$ cat src/rtl/chs_actuator_ctrl_pkg.sv
// chs_actuator_ctrl_pkg: shared FSM state encoding, level/frame constants and target clamp
package chs_actuator_ctrl_pkg;
  typedef enum logic [1:0] {IDLE, RAMP, HOLD, DEAD} state_e;
  localparam logic [3:0] MAX_LEVEL = 4'd8;
  localparam int PWM_FRAME = 8;
  function automatic logic [3:0] clamp_level(input logic [3:0] p);
    return p > MAX_LEVEL ? MAX_LEVEL : p;
  endfunction
endpackage

$ cat src/rtl/chs_actuator_ctrl_pwm_gen.sv
// chs_pwm_gen: free-running PWM frame counter with level compare
//   clk, rst : clock, synchronous active-high reset
//   level    : duty in frame slots, 0 = always low, PWM_FRAME = always high
//   drive    : high while the frame position is below level
module chs_pwm_gen
  import chs_actuator_ctrl_pkg::*;
(
  input  logic       clk,
  input  logic       rst,
  input  logic [3:0] level,
  output logic       drive
);
  localparam int FW = $clog2(PWM_FRAME);
  logic [FW-1:0] frame_q;
  always_ff @(posedge clk)
    frame_q <= (rst || frame_q == FW'(PWM_FRAME - 1)) ? '0 : frame_q + FW'(1);
  assign drive = 4'(frame_q) < level;
endmodule

$ cat src/rtl/chs_actuator_ctrl.sv
// chs_actuator_ctrl: ramped heater/cooler PWM driver with drain and dead time on mode reversal
//   clk, rst            : clock, synchronous active-high reset
//   chs_valid           : strobe capturing chs_power (clamped to 8) and chs_mode as the new target
//   heat_pwm, cool_pwm  : actuator drives, never both high
//   act_level, act_mode : applied level 0..8 and the mode owning the actuators
//   busy                : high while ramping or in dead time
module chs_actuator_ctrl
  import chs_actuator_ctrl_pkg::*;
#(
  parameter int RAMP_DIV = 4,
  parameter int DEAD_CYC = 8
) (
  input  logic       clk,
  input  logic       rst,
  input  logic       chs_valid,
  input  logic [3:0] chs_power,
  input  logic       chs_mode,
  output logic       heat_pwm,
  output logic       cool_pwm,
  output logic [3:0] act_level,
  output logic       act_mode,
  output logic       busy
);
  localparam int RW = RAMP_DIV > 1 ? $clog2(RAMP_DIV) : 1;
  localparam int DW = DEAD_CYC > 1 ? $clog2(DEAD_CYC) : 1;
  state_e state_q, state_d;
  logic [3:0] lvl_q, lvl_d, tgt_lvl_q, eff;
  logic mode_q, mode_d, tgt_mode_q, rev, drive, ramp_wrap;
  logic [RW-1:0] ramp_q, ramp_d;
  logic [DW-1:0] dead_q, dead_d;
  // a target in the other mode is ramped toward zero first; rev asks for the switch-over
  assign eff = tgt_mode_q == mode_q ? tgt_lvl_q : 4'd0;
  assign rev = tgt_mode_q != mode_q && tgt_lvl_q != 4'd0;
  assign ramp_wrap = ramp_q == RW'(RAMP_DIV - 1);
  always_comb begin
    state_d = state_q;
    lvl_d = lvl_q;
    mode_d = mode_q;
    ramp_d = ramp_wrap ? '0 : ramp_q + RW'(1);
    dead_d = dead_q + DW'(1);
    case (state_q)
      IDLE: begin
        state_d = rev ? DEAD : eff != 4'd0 ? RAMP : IDLE;
        ramp_d = '0;
        dead_d = '0;
      end
      RAMP: begin
        if (lvl_q == eff) begin
          state_d = eff != 4'd0 ? HOLD : rev ? DEAD : IDLE;
          dead_d = '0;
        end else if (ramp_wrap) begin
          lvl_d = lvl_q < eff ? lvl_q + 4'd1 : lvl_q - 4'd1;
        end
      end
      HOLD: begin
        state_d = eff != lvl_q ? RAMP : HOLD;
        ramp_d = '0;
      end
      DEAD: begin
        if (dead_q == DW'(DEAD_CYC - 1)) begin
          mode_d = tgt_mode_q;
          state_d = tgt_lvl_q == 4'd0 ? IDLE : RAMP;
          ramp_d = '0;
        end
      end
      default: state_d = IDLE;
    endcase
  end
  always_ff @(posedge clk) begin
    if (rst) begin
      state_q <= IDLE;
      lvl_q <= 4'd0;
      mode_q <= 1'b0;
      tgt_lvl_q <= 4'd0;
      tgt_mode_q <= 1'b0;
      ramp_q <= '0;
      dead_q <= '0;
    end else begin
      state_q <= state_d;
      lvl_q <= lvl_d;
      mode_q <= mode_d;
      ramp_q <= ramp_d;
      dead_q <= dead_d;
      if (chs_valid) begin
        tgt_lvl_q <= clamp_level(chs_power);
        tgt_mode_q <= chs_mode;
      end
    end
  end
  chs_pwm_gen u_pwm (
    .clk  (clk),
    .rst  (rst),
    .level(lvl_q),
    .drive(drive)
  );
  assign act_level = lvl_q;
  assign act_mode = mode_q;
  assign busy = state_q == RAMP || state_q == DEAD;
  assign heat_pwm = drive & mode_q & (state_q != DEAD);
  assign cool_pwm = drive & ~mode_q & (state_q != DEAD);
  assert property (@(posedge clk) !(heat_pwm && cool_pwm));
endmodule

$ cat config.mk
export PLATFORM = sky130hd
export DESIGN_NAME = chs_actuator_ctrl
export DESIGN_NICKNAME = d
export VERILOG_FILES = /design/src/rtl/chs_actuator_ctrl_pkg.sv /design/src/rtl/chs_actuator_ctrl_pwm_gen.sv /design/src/rtl/chs_actuator_ctrl.sv
export SDC_FILE = /design/constraint.sdc
export NUM_CORES = 1
export LEC_CHECK = 0
export CORE_MARGIN = 1
export CORE_UTILIZATION = 52
export DETAILED_ROUTE_END_ITERATION = 8
export GPL_TIMING_DRIVEN = 0
export PLACE_DENSITY_LB_ADDON = 0.15
export SLEW_MARGIN = 30
export SYNTH_ARGS = -nofsm -noshare
export SYNTH_HDL_FRONTEND = slang
export SYNTH_SLANG_ARGS = --single-unit
$ cat constraint.sdc
create_clock -name clk -period 3.7 [get_ports clk]
set_input_delay 0.74 -clock clk [delete_from_list [all_inputs] [get_ports clk]]
set_output_delay 0.74 -clock clk [all_outputs]
set_load 0.03 [all_outputs]
== Word level (Yosys, flattened, before mapping) ==
Index checks and enable logic that the tools add are counted.
W data, S select, Z words.
Operators by class
  eq/ne operators: 13
  $add $sub $neg: 5
  multiplexer cells: 17
  $lt $le $gt $ge: 3
  reduce and logical (&&, ||, !) cells: 11
  bitwise operators: 6
Operator list (count)
  $mux W2: 8
  $mux W4: 3
  $pmux W2 S4: 1
  $reduce_bool A4 Y1: 2
  $add A3 B1 Y3 const B: 2
  $eq A2 B2 Y1 const B: 3
  $eq A3 B3 Y1 const B: 2
  $ne A2 B2 Y1 const B: 3
  $pmux W3 S2: 1
  $add A4 B1 Y4 const B: 1
  $and A1 B1 Y1: 4
  $eq A4 B4 Y1: 1
  $gt A4 B4 Y1 const B: 1
  $logic_not A4 Y1: 1
  $lt A3 B4 Y1: 1
  $lt A4 B4 Y1: 1
  $ne A4 B4 Y1: 1
  $pmux W2 S2: 1
  $reduce_and A2 Y1: 2
  $sub A4 B1 Y4 const B: 1
  $mux W3: 1
  $reduce_and A3 Y1: 1
  $add A2 B1 Y2 const B: 1
  $eq A2 B1 Y1 const B: 1
  8 further kinds: 11
Storage, ports and cells
  input bits: 8
  logic and storage cells: 63
  bits in registers: 20
  output and inout port bits: 8

== Longest topological paths before layout ==
  word-level depth: 6
  mapped depth: 12

== Hierarchy ==
From an unflattened synthesis, not the netlist that was laid out.
Unflattened totals
  cell total of the unflattened synthesis: 119
  area total of the unflattened synthesis: 1079.8 um^2
Modules (own cells, without submodules)
  chs_actuator_ctrl: area an instance 918.4 um^2, times used 1, sequential area each 340.3 um^2, cells an instance 103
  chs_pwm_gen: area an instance 161.4 um^2, times used 1, sequential area each 60.1 um^2, cells an instance 16

== Least setup slack after synthesis ==
OpenSTA, ideal clock, no wires.
  kind: register to register
  from: reg mode_q, in the netlist act_mode
  to: reg lvl_q[3], in the netlist act_level[3]
  path buffers: 0
  slack: 0.655 ns
  data required time: 3.577 ns
  library setup time: 0.123 ns
  stages on the path, launching flop included: 12
  arrival: 2.921 ns
  cell sequence: dfxtp_1 -> xnor2_1 -> nand2_1 -> ha_1 -> a21oi_1 -> o21ai_0 -> ha_1 -> a21oi_1 -> nor2b_1 -> or3b_1 -> mux2i_1 -> mux2_1
Between the ends
  cells in the longest elaborated chain, start to end: 5
RTL lines
  start: declaration: RTL line chs_actuator_ctrl.sv:28  | logic mode_q, mode_d, tgt_mode_q, rev, drive, ramp_wrap;
  start signal: assignment: RTL line chs_actuator_ctrl.sv:81  | mode_q <= mode_d;
  $eq A1 B1 Y1 *: RTL line chs_actuator_ctrl.sv:32  | assign eff = tgt_mode_q == mode_q ? tgt_lvl_q : 4'd0;
  $mux W4 *: RTL line chs_actuator_ctrl.sv:32
  parallel branches: the longest is 3 deep, another holds $lt A4 B4 Y1
  end signal: assignment: RTL line chs_actuator_ctrl.sv:80  | lvl_q <= lvl_d;
  end: declaration: RTL line chs_actuator_ctrl.sv:27  | logic [3:0] lvl_q, lvl_d, tgt_lvl_q, eff;
Every way passes the cells marked *.
A chain may end at the register's enable or synchronous reset.

== Final worst setup path ==
Same ends and word-level chain as after synthesis.

==> reports/metrics.cfg <==
[logic_synthesis]
yosys.area.top_type_share=0.370
netlist_area_mm2=0.00108
synth_area_leaders=dfxtp_1, ha_1, mux2i_1
synth-seq-cells=20
ys_types=33
yosysSeqAreaShare=0.370
ys_warn_count=0
syn_area_per_cell_um2=9.09
synth_fp_nets=141
synth_top_cell_by_area=dfxtp_1
syn_inst=119

[worst_setup_path]
critPathArrivalTime_ps=3380
timing.rr.start=act_mode
worst_ep_required_time_ps=3890
cp_max_fo=6
startpoint=act_mode
reg2reg_depth=11
critPathLaunchType=register
endpoint_kind=register
path_class=register to register

[clocking]
cts_resized=0
ctsLongestPathBuffers=2
numCtsBuffers=3
post-cts-setup-buffers=0
path_clk_slew_ps=100
cts.sinks=20
cts_tree=built
h-tree-depth=1
cts-root-buf=clkbuf_4
hold_buffers=0
clk_latency_ps=290

[place]
dpl.cell_count=159
place_hpwl_mm=1.45
pre_cts_ws_ps=523
gp_congestion=0.788
port_buffers=13

[timing]
fin_crit_sh=0.862
fin_ws_ps=509
finalSetupViolCount=0
rsz0062_at_grt=no
setup_tns_ps=0
fmax_ghz=0.313
tightestPinTransition_ps=577
hold_viol_final=0
slew_headroom=0.611
finalCriticalPeriod_ps=3190
clock_skew_ps=2.81
report.final.slew_viol_count=0

[final_layout]
mostFrequentLayoutCell=dfxtp_1
num_antenna_cells=0
drive_gt1_frac=0.0444
final_cell_mix=dfxtp_1, nor2_1, ha_1, clkdlybuf4s50_1, a21oi_1
fill_cells=191
finalNetCount=159
area_delta_synth_final_pct=17.2
fin_cells=162

[grt]
antenna_found_initial=0
grt_max_degree=11
grt_pass1_wl_mm=2.95
overflow=0
grt_pass1_vias=717
met2_usage=0.301
grtUsageMet3=0.0340
groute.layer.met1.usage=0.249
grt.busiest_layer=met2
track_usage=0.189

[hold_path]
hold_depth=1
min-delay-start=ramp_q[0]
hp-class=register to register

[route]
dr_total_vias=840
wl_mm=1.85
wire_per_inst_um=11.4
first_iter_violations=16
viasPerCell=5.19
dr.pass1.iters=4
drcViolationCount=0
ant_nets=0

[flow_run]
drv_cap=0

[floorplan]
die_h_um=47.6
initial_utilization=0.552
io_pins=16
die_x_um=47.6
die_area_mm2=0.00227
rows=16
core-area_mm2=0.00196

[run_status]
outcome=finished clean

[power]
p_per_area_mw_per_mm2=322
p_leak_uw=0.000524
vdd_drop_max_uv=191

==> cell type report <==
class                      count  area [um^2]  area share
multi-input combinational     85          617       0.486
sequential                    20          400       0.316
timing repair buffer          13          130       0.103
buffer                         7         38.8      0.0306
tap                           27         33.8      0.0266
inverter                       7         26.3      0.0207
clock buffer                   3         22.5      0.0178
==> registers in the layout, indices dropped and copies added (netlist names) <==
signal         count
dead_q             3
tgt_lvl_q          4
act_level          4
u_pwm.frame_q      3
act_mode           1
tgt_mode_q         1
state_q            2
ramp_q             2
==> per-layer routing <==
metal,part of all wire,up-vias
li1,-,445
met4,0.0070,0
met2,0.49,10
met5,0,-
met1,0.47,383
met3,0.024,2
==> cells in the mapped netlist <==
| library cell | instances |
|---|---|
| a2111oi_0 | 1 |
| a211o_1 | 1 |
| a211oi_1 | 1 |
| a21o_1 | 1 |
| a21oi_1 | 10 |
| and2_1 | 4 |
| and4b_1 | 1 |
| buf_1 | 1 |
| buf_2 | 1 |
| buf_4 | 1 |
| buf_6 | 1 |
| clkbuf_1 | 3 |
| dfxtp_1 | 20 |
| fa_1 | 1 |
| ha_1 | 13 |
| inv_1 | 7 |
| mux2_1 | 1 |
| mux2i_1 | 6 |
| nand2_1 | 5 |
| nand2b_1 | 4 |
| nand3_1 | 2 |
| nand3b_1 | 3 |
| nand4_1 | 1 |
| nor2_1 | 13 |
| nor2b_1 | 2 |
| nor3_1 | 3 |
| nor3b_1 | 2 |
| nor4_1 | 1 |
| o211ai_1 | 1 |
| o21ai_0 | 3 |
| o21bai_1 | 1 |
| or3b_1 | 1 |
| xnor2_1 | 3 |
==> critical path, cell delays in order, from the launching register on <==
cell     delay [ps]
dfxtp_1         370
xnor2_1         390
nand2_1         110
ha_1            330
nand2_1          60
o21ai_0         470
ha_1            340
a21oi_1         140
nor2b_1          60
or3b_1          340
mux2i_1         160
mux2_1          330
==> final timing paths <==
| kind | endpoint | slack [ps] |
|---|---|---|
| max | act_level[3] | 510 |
| min | ramp_q[0] | 430 |
| max reg2reg | act_level[3] | 510 |
| min reg2reg | ramp_q[0] | 430 |
==> stage by stage <==
step | power, uW | hold slack, ps | util | area [um^2]
finish | 409 | 435 | 0.647 | 1270
floorplan | 291 | 402 | - | 1080
global placement | 312 | 412 | 0.635 | 1250
CTS | 413 | 439 | 0.647 | 1270
detailed placement | 315 | 424 | 0.635 | 1250
global route | 432 | 454 | 0.647 | 1270
==> cells by family (layout without fill, tap and decap cells) <==
group,after synthesis,after routing,share of synthesized area
AOI/OAI and AO/OA,19,19,0.104
xor gates and xnor gates,3,3,0.0243
adders and majority gates,14,14,0.169
buffers and inverters,14,30,0.0601
DFF,20,20,0.370
muxes,7,7,0.0659
and+or+nand+nor,42,42,0.207
==> where the power goes <==
group	internal [uW]	switching (uW)	total (uW)
Clock	37.9	61.4	99.3
Sequential	225	5.65	231
Combinational	36.7	42.1	78.8
Total	300	109	409
Note: power is estimated with default switching activity, not from simulation.
